--- src/rtl/neuron_pkg.sv ---
// Shared types and width helpers for the neuron controller.
package neuron_pkg;

    typedef enum logic [1:0] {
        IDLE,
        MAC,
        BIAS,
        OUT
    } state_t;

    function automatic int addr_width(input int num_inputs);
        return $clog2(num_inputs);
    endfunction

    // Sized so that NUM_INPUTS full-scale products can never overflow the sum.
    function automatic int acc_width(input int num_bit, input int num_inputs);
        return 2 * num_bit + $clog2(num_inputs) + 1;
    endfunction

    // One extra bit so the bias add cannot wrap before saturation.
    function automatic int sum_width(input int num_bit, input int num_inputs);
        return acc_width(num_bit, num_inputs) + 1;
    endfunction

endpackage

--- src/rtl/neuron_ctrl_if.sv ---
// Start/fetch/result bundle between the neuron controller and its environment.
interface neuron_ctrl_if
    import neuron_pkg::*;
#(
    parameter int NUM_BIT    = 16,
    parameter int NUM_INPUTS = 4
) ();

    localparam int AW = addr_width(NUM_INPUTS);

    logic                      start;
    logic                      busy;
    logic [AW-1:0]             addr;
    logic signed [NUM_BIT-1:0] x_in;
    logic signed [NUM_BIT-1:0] w_in;
    logic signed [NUM_BIT-1:0] bias;
    logic signed [NUM_BIT-1:0] y;
    logic                      out_valid;
    logic                      out_ready;

    modport master (
        output start, x_in, w_in, bias, out_ready,
        input  busy, addr, y, out_valid
    );

    modport slave (
        input  start, x_in, w_in, bias, out_ready,
        output busy, addr, y, out_valid
    );

endinterface

--- src/rtl/Register.sv ---
// Parameterised enable register with synchronous active-high reset to zero.
module Register #(
    parameter int WIDTH = 8
) (
    input  logic             clk,
    input  logic             reset,
    input  logic             en,
    input  logic [WIDTH-1:0] d,
    output logic [WIDTH-1:0] q
);

    always_ff @(posedge clk) begin
        if (reset)
            q <= '0;
        else if (en)
            q <= d;
    end

endmodule

--- src/rtl/mac_unit.sv ---
// Combinational signed multiply-add: acc_next = acc + x * w at full precision.
module mac_unit #(
    parameter int NUM_BIT = 16,
    parameter int ACC_W   = 35
) (
    input  logic signed [ACC_W-1:0]   acc,
    input  logic signed [NUM_BIT-1:0] x,
    input  logic signed [NUM_BIT-1:0] w,
    output logic signed [ACC_W-1:0]   acc_next
);

    logic signed [2*NUM_BIT-1:0] product;

    always_comb begin
        product  = x * w;
        acc_next = acc + {{(ACC_W - 2*NUM_BIT){product[2*NUM_BIT-1]}}, product};
    end

endmodule

--- src/rtl/neuron_ctrl.sv ---
// Sequential single-neuron evaluator: MAC over NUM_INPUTS pairs, add bias, saturate.
// Define NEURON_RELU_EN to apply a ReLU to the saturated result.
module neuron_ctrl
    import neuron_pkg::*;
#(
    parameter int NUM_BIT    = 16,
    parameter int NUM_INPUTS = 4,
    parameter int FRAC_BIT   = 8
) (
    input  logic           clk,
    input  logic           reset,
    neuron_ctrl_if.slave   bus
);

    localparam int AW    = addr_width(NUM_INPUTS);
    localparam int ACC_W = acc_width(NUM_BIT, NUM_INPUTS);
    localparam int SUM_W = sum_width(NUM_BIT, NUM_INPUTS);

    localparam logic [AW-1:0] LAST_ADDR = AW'(NUM_INPUTS - 1);
    localparam logic signed [SUM_W-1:0] SAT_MAX =
        {{(SUM_W - NUM_BIT + 1){1'b0}}, {(NUM_BIT - 1){1'b1}}};
    localparam logic signed [SUM_W-1:0] SAT_MIN =
        {{(SUM_W - NUM_BIT + 1){1'b1}}, {(NUM_BIT - 1){1'b0}}};

    state_t state;

    logic signed [ACC_W-1:0]   acc_q;
    logic signed [ACC_W-1:0]   acc_next;
    logic signed [ACC_W-1:0]   acc_d;
    logic                      acc_en;
    logic signed [ACC_W-1:0]   shifted;
    logic signed [SUM_W-1:0]   sum;
    logic signed [NUM_BIT-1:0] sat_val;
    logic signed [NUM_BIT-1:0] y_d;
    logic                      y_en;

    mac_unit #(
        .NUM_BIT (NUM_BIT),
        .ACC_W   (ACC_W)
    ) u_mac (
        .acc      (acc_q),
        .x        (bus.x_in),
        .w        (bus.w_in),
        .acc_next (acc_next)
    );

    // The accumulator is cleared on the accepting edge and then summed once per MAC cycle.
    always_comb begin
        acc_en = ((state == IDLE) && bus.start) || (state == MAC);
        acc_d  = (state == IDLE) ? '0 : acc_next;
    end

    Register #(
        .WIDTH (ACC_W)
    ) u_acc_reg (
        .clk   (clk),
        .reset (reset),
        .en    (acc_en),
        .d     (acc_d),
        .q     (acc_q)
    );

    // Arithmetic shift floors toward minus infinity before the widened bias add.
    always_comb begin
        shifted = acc_q >>> FRAC_BIT;
        sum     = {shifted[ACC_W-1], shifted}
                + {{(SUM_W - NUM_BIT){bus.bias[NUM_BIT-1]}}, bus.bias};
        if (sum > SAT_MAX)
            sat_val = SAT_MAX[NUM_BIT-1:0];
        else if (sum < SAT_MIN)
            sat_val = SAT_MIN[NUM_BIT-1:0];
        else
            sat_val = sum[NUM_BIT-1:0];
`ifdef NEURON_RELU_EN
        y_d = sat_val[NUM_BIT-1] ? '0 : sat_val;
`else
        y_d = sat_val;
`endif
        y_en = (state == BIAS);
    end

    Register #(
        .WIDTH (NUM_BIT)
    ) u_y_reg (
        .clk   (clk),
        .reset (reset),
        .en    (y_en),
        .d     (y_d),
        .q     (bus.y)
    );

    always_ff @(posedge clk) begin
        if (reset) begin
            state         <= IDLE;
            bus.addr      <= '0;
            bus.busy      <= 1'b0;
            bus.out_valid <= 1'b0;
        end else begin
            case (state)
                IDLE: begin
                    bus.addr <= '0;
                    if (bus.start) begin
                        state    <= MAC;
                        bus.busy <= 1'b1;
                    end
                end
                MAC: begin
                    if (bus.addr == LAST_ADDR) begin
                        state    <= BIAS;
                        bus.addr <= '0;
                    end else begin
                        bus.addr <= bus.addr + 1'b1;
                    end
                end
                BIAS: begin
                    state         <= OUT;
                    bus.out_valid <= 1'b1;
                end
                OUT: begin
                    if (bus.out_ready) begin
                        state         <= IDLE;
                        bus.out_valid <= 1'b0;
                        bus.busy      <= 1'b0;
                    end
                end
                default: begin
                    state         <= IDLE;
                    bus.addr      <= '0;
                    bus.busy      <= 1'b0;
                    bus.out_valid <= 1'b0;
                end
            endcase
        end
    end

endmodule

--- src/flat_wrapper.sv ---
// flat-port wrapper written by rule: the top's interface ports become plain ports
module neuron_ctrl_flat import neuron_pkg::*;
#(
    parameter int NUM_BIT    = 16,
    parameter int NUM_INPUTS = 4,
    parameter int FRAC_BIT   = 8
)
  (clk, reset, bus_start, bus_x_in, bus_w_in, bus_bias, bus_out_ready, bus_busy, bus_addr, bus_y, bus_out_valid);
  neuron_ctrl_if #(.NUM_BIT(NUM_BIT), .NUM_INPUTS(NUM_INPUTS)) bus_i ();
  input  logic clk;
  input  logic reset;
  input wire logic [$bits(bus_i.start)-1:0] bus_start;
  input wire logic [$bits(bus_i.x_in)-1:0] bus_x_in;
  input wire logic [$bits(bus_i.w_in)-1:0] bus_w_in;
  input wire logic [$bits(bus_i.bias)-1:0] bus_bias;
  input wire logic [$bits(bus_i.out_ready)-1:0] bus_out_ready;
  output wire logic [$bits(bus_i.busy)-1:0] bus_busy;
  output wire logic [$bits(bus_i.addr)-1:0] bus_addr;
  output wire logic [$bits(bus_i.y)-1:0] bus_y;
  output wire logic [$bits(bus_i.out_valid)-1:0] bus_out_valid;
  assign bus_i.start = bus_start;
  assign bus_i.x_in = bus_x_in;
  assign bus_i.w_in = bus_w_in;
  assign bus_i.bias = bus_bias;
  assign bus_i.out_ready = bus_out_ready;
  assign bus_busy = bus_i.busy;
  assign bus_addr = bus_i.addr;
  assign bus_y = bus_i.y;
  assign bus_out_valid = bus_i.out_valid;
  neuron_ctrl #(.NUM_BIT(NUM_BIT), .NUM_INPUTS(NUM_INPUTS), .FRAC_BIT(FRAC_BIT)) u_core (.clk(clk), .reset(reset), .bus(bus_i));
endmodule
--- config.mk ---
export PLATFORM = sky130hd
export DESIGN_NAME = neuron_ctrl_flat
export DESIGN_NICKNAME = d
export VERILOG_FILES = /design/src/rtl/neuron_pkg.sv /design/src/rtl/neuron_ctrl_if.sv /design/src/rtl/Register.sv /design/src/rtl/mac_unit.sv /design/src/rtl/neuron_ctrl.sv /design/src/flat_wrapper.sv
export SDC_FILE = /design/constraint.sdc
export NUM_CORES = 1
export LEC_CHECK = 0
export BUFFER_PORTS_ARGS = -buffer_cell sky130_fd_sc_hd__buf_4
export CAP_MARGIN = 20
export CORE_MARGIN = 3
export CORE_UTILIZATION = 65
export CTS_CLUSTER_DIAMETER = 60
export DETAILED_ROUTE_END_ITERATION = 6
export MAX_ROUTING_LAYER = met4
export PLACE_DENSITY = 0.84
export SLEW_MARGIN = 20
export SYNTH_ARGS = -nofsm -noshare
export SYNTH_HDL_FRONTEND = slang
export SYNTH_SLANG_ARGS = --single-unit
--- constraint.sdc ---
create_clock -name clk -period 12.6 [get_ports clk]
set_input_delay 3.15 -clock clk [delete_from_list [all_inputs] [get_ports clk]]
set_output_delay 3.15 -clock clk [all_outputs]
set_load 0.005 [all_outputs]
==> impl_metrics.csv <==
group,metric,value,unit
outcome,status,"finished, final reports clean",
synth,syn-cell-area,15300,µm²
cts,cts-root-buf,"clkbuf_16",
synth,ys_types,72,
cts,clk_latency,0.34,ns
placement,placed_cells,2123,
min_path,hold_path.class,"register to register",
sta,drv_slew,0,
sta,fin_tns_setup,0,ns
cells_and_area,post-route-util,71.3,%
worst_setup_path,cp.arrival,11.49,ns
synth,synth-edff-count,0,
synth,synthMuxAreaShare,0.327,%
grt,first_global_vias,13200,
cts,cts_tree,"done",
drt,vias,12600,
sta,worst_slew_pin_slew,1.03,ns
worst_setup_path,cp_slowest_cell,"fa_1",
drt,via_per_inst,5.87,
drt,drt_first_pass_iters,5,
cells_and_area,seq_area,1140,µm²
worst_setup_path,crit_type,"input pin to register",
cells_and_area,drive_gt1_share,7.17,%
grt,grtUsageTotal,29.8,%
synth,avgSynthCellArea,8.54,µm²
floorplanning,start_util,66.8,%
cts,holdBufCountCts,0,
synth,synth-seq-cells,57,
worst_setup_path,reg2reg_slack,8.42,ns
placement,dp_hpwl,29000,µm
worst_setup_path,cp-start-kind,"input pin",
drt,drt_iter0_drc,866,
floorplanning,rows,55,
floorplanning,core,22900,µm²
synth,synth_compound_area_share,13.7,%
sta,setup_viol,0,
synth,synth_xor_area_share,4.45,%
cells_and_area,nFillCells,1781,
worst_setup_path,max_stage_delay,0.91,ns
synth,seq_area_frac_synth,7.45,%
sta,relSlewSlack,31.5,%
sta,min_period,11.29,ns
grt,antenna_found_initial,0,
sta,hold_viol_final,0,
sta,rsz0062_at_grt,"false",
sta,finalCritPeriodShare,89.6,%
worst_setup_path,crit_top_cell,"fa_1",
synth,synth_fa_ha_area_share,46.7,%
floorplanning,fp.dieH,160,µm
placement,gp_congestion,0.918,
sta,clock_skew,0.0104,ns
cts,clockBufferDepth,2,
sta,hold_slack,0.457,ns
cells_and_area,final_cells,2140,
grt,grt_pass1_wl,61500,µm
run,max-cap-violations,0,
cts,cts_sinks,57,
synth,yosysTopAreaCell,"fa_1",
sta,maxClockFrequency,88.5,MHz
synth,syn_inst,1794,
cells_and_area,syn_to_final_growth,6.62,%
worst_setup_path,end_kind,"register",
cts,cts_setup_buffers,0,
cts,cts-resized-gates,0,
worst_setup_path,crit_fanout,16,
cts,clk_pin_slew,0.05,ns
synth,yosysTopAreaCellShare,34.5,%
synth,syn_nets,2259,
floorplanning,boundaryPins,72,
drt,drt-wirelength-per-cell,16.7,µm
synth,async_reset_ff_share,0,%
drt,ant_nets,0,
synth,synth_top_family_by_area,"adder cells",
synth,synth.yosys.warnings,0,
synth,yosys.area_share.simple,17.4,%
cts,h-tree-depth,3,
cells_and_area,antenna_cells,0,
cells_and_area,multi_input_area,12700,µm²
floorplanning,fp.dieArea,25400,µm²
placement,io_buffers,71,
cts,cts_buffers,9,
cells_and_area,finalNetCount,2287,
grt,grt_max_degree,57,
synth,yosys_most_used_dff,"dfxtp_1",
synth,synth_area_leaders,"fa_1 (35%), ha_1 (12%), inv_1 (8.5%), dfxtp_1 (7.4%), and2_1 (5.2%)",
drt,drc_errors,0,
drt,drt-total-wl,35800,µm
floorplanning,fp.dieW,160,µm
grt,grt-ovfl-total,0,
worst_setup_path,worstPathRequired,12.79,ns
[kinds of logic after synthesis]
kind of cell,after synthesis
buf+inv,403
mux,5
simple gates,535
xor+xnor,77
compound gates,304
fa+ha+maj,413
flops,57
[cells in the mapped netlist, types with 16 or more instances]
| library cell | count |
|---|---|
| nand2_1 | 177 |
| a21o_1 | 30 |
| clkbuf_1 | 50 |
| xor2_1 | 24 |
| a22oi_1 | 19 |
| and2_1 | 127 |
| o21bai_1 | 17 |
| o21ai_0 | 40 |
| ha_1 | 149 |
| inv_1 | 347 |
| nor2_1 | 104 |
| fa_1 | 264 |
| a211oi_1 | 16 |
| dfxtp_1 | 57 |
| a21oi_1 | 85 |
| nand3_1 | 21 |
| xnor2_1 | 52 |
[placed cells by master (no fill, tap or decap), drive strengths merged, types with 27 or more instances in the layout]
master / instances
inv: 348
buf: 73
ha: 149
fa: 264
nor2: 105
a21o: 30
o21ai: 47
and2: 127
a21oi: 87
dfxtp: 57
a211oi: 27
nand2: 187
xnor2: 52
[critical path, delay by kind of cell]
family / cells / cell delay, ns
buf+inv: 5 / 0.46
mux: 1 / 0.21
xor+xnor: 2 / 0.27
fa+ha+maj: 8 / 4.28
compound gates: 9 / 1.66
simple gates: 7 / 1.44
[routing by layer]
metal	share of wire [%]	wire [µm]	global-route usage, %
met3	5.8	2060	4.24
met1	39	14000	36.6
met4	4.2	1500	11.1
met5	0	0	-
met2	51	18200	50.4
[final timing paths]
check | start | cells after the start | end
setup / recovery | bus_w_in[2] | 32 | u_core.u_acc_reg.q[34]
hold / removal | u_core.u_acc_reg.q[0] | 2 | u_core.u_acc_reg.q[0]
setup reg to reg | u_core.u_acc_reg.q[8] | 13 | u_core.u_y_reg.q[4]
hold reg to reg | u_core.u_acc_reg.q[0] | 2 | u_core.u_acc_reg.q[0]
[final cells by class]
class | instances | area share, %
multi-input combinational | 1334 | 77.5
inverter | 347 | 7.98
sequential | 57 | 6.99
timing repair buffer | 73 | 3.36
tap | 313 | 2.40
clock buffer | 9 | 1.38
clock inverter | 7 | 0.429
[metrics by stage]
stage                     instance area, µm²  setup slack (ns)
after floorplan                        15300              1.67
after global placement                 16000              1.26
after detailed placement               16000              1.02
after CTS                              16300              1.33
after global routing                   16300             0.744
final                                  16300              1.31
[sequential cells by signal, summed over array words and instances (netlist names)]
| signal | flops |
|---|---|
| u_core.bus.out_valid | 1 |
| u_core.u_acc_reg.q | 35 |
| u_core.u_y_reg.q | 16 |
| u_core.bus.addr | 2 |
| u_core.state | 2 |
| u_core.bus.busy | 1 |
Power is left out: the tool's default activity adds up to more than one toggle a clock period on the data nets, which glitch-free logic cannot reach.
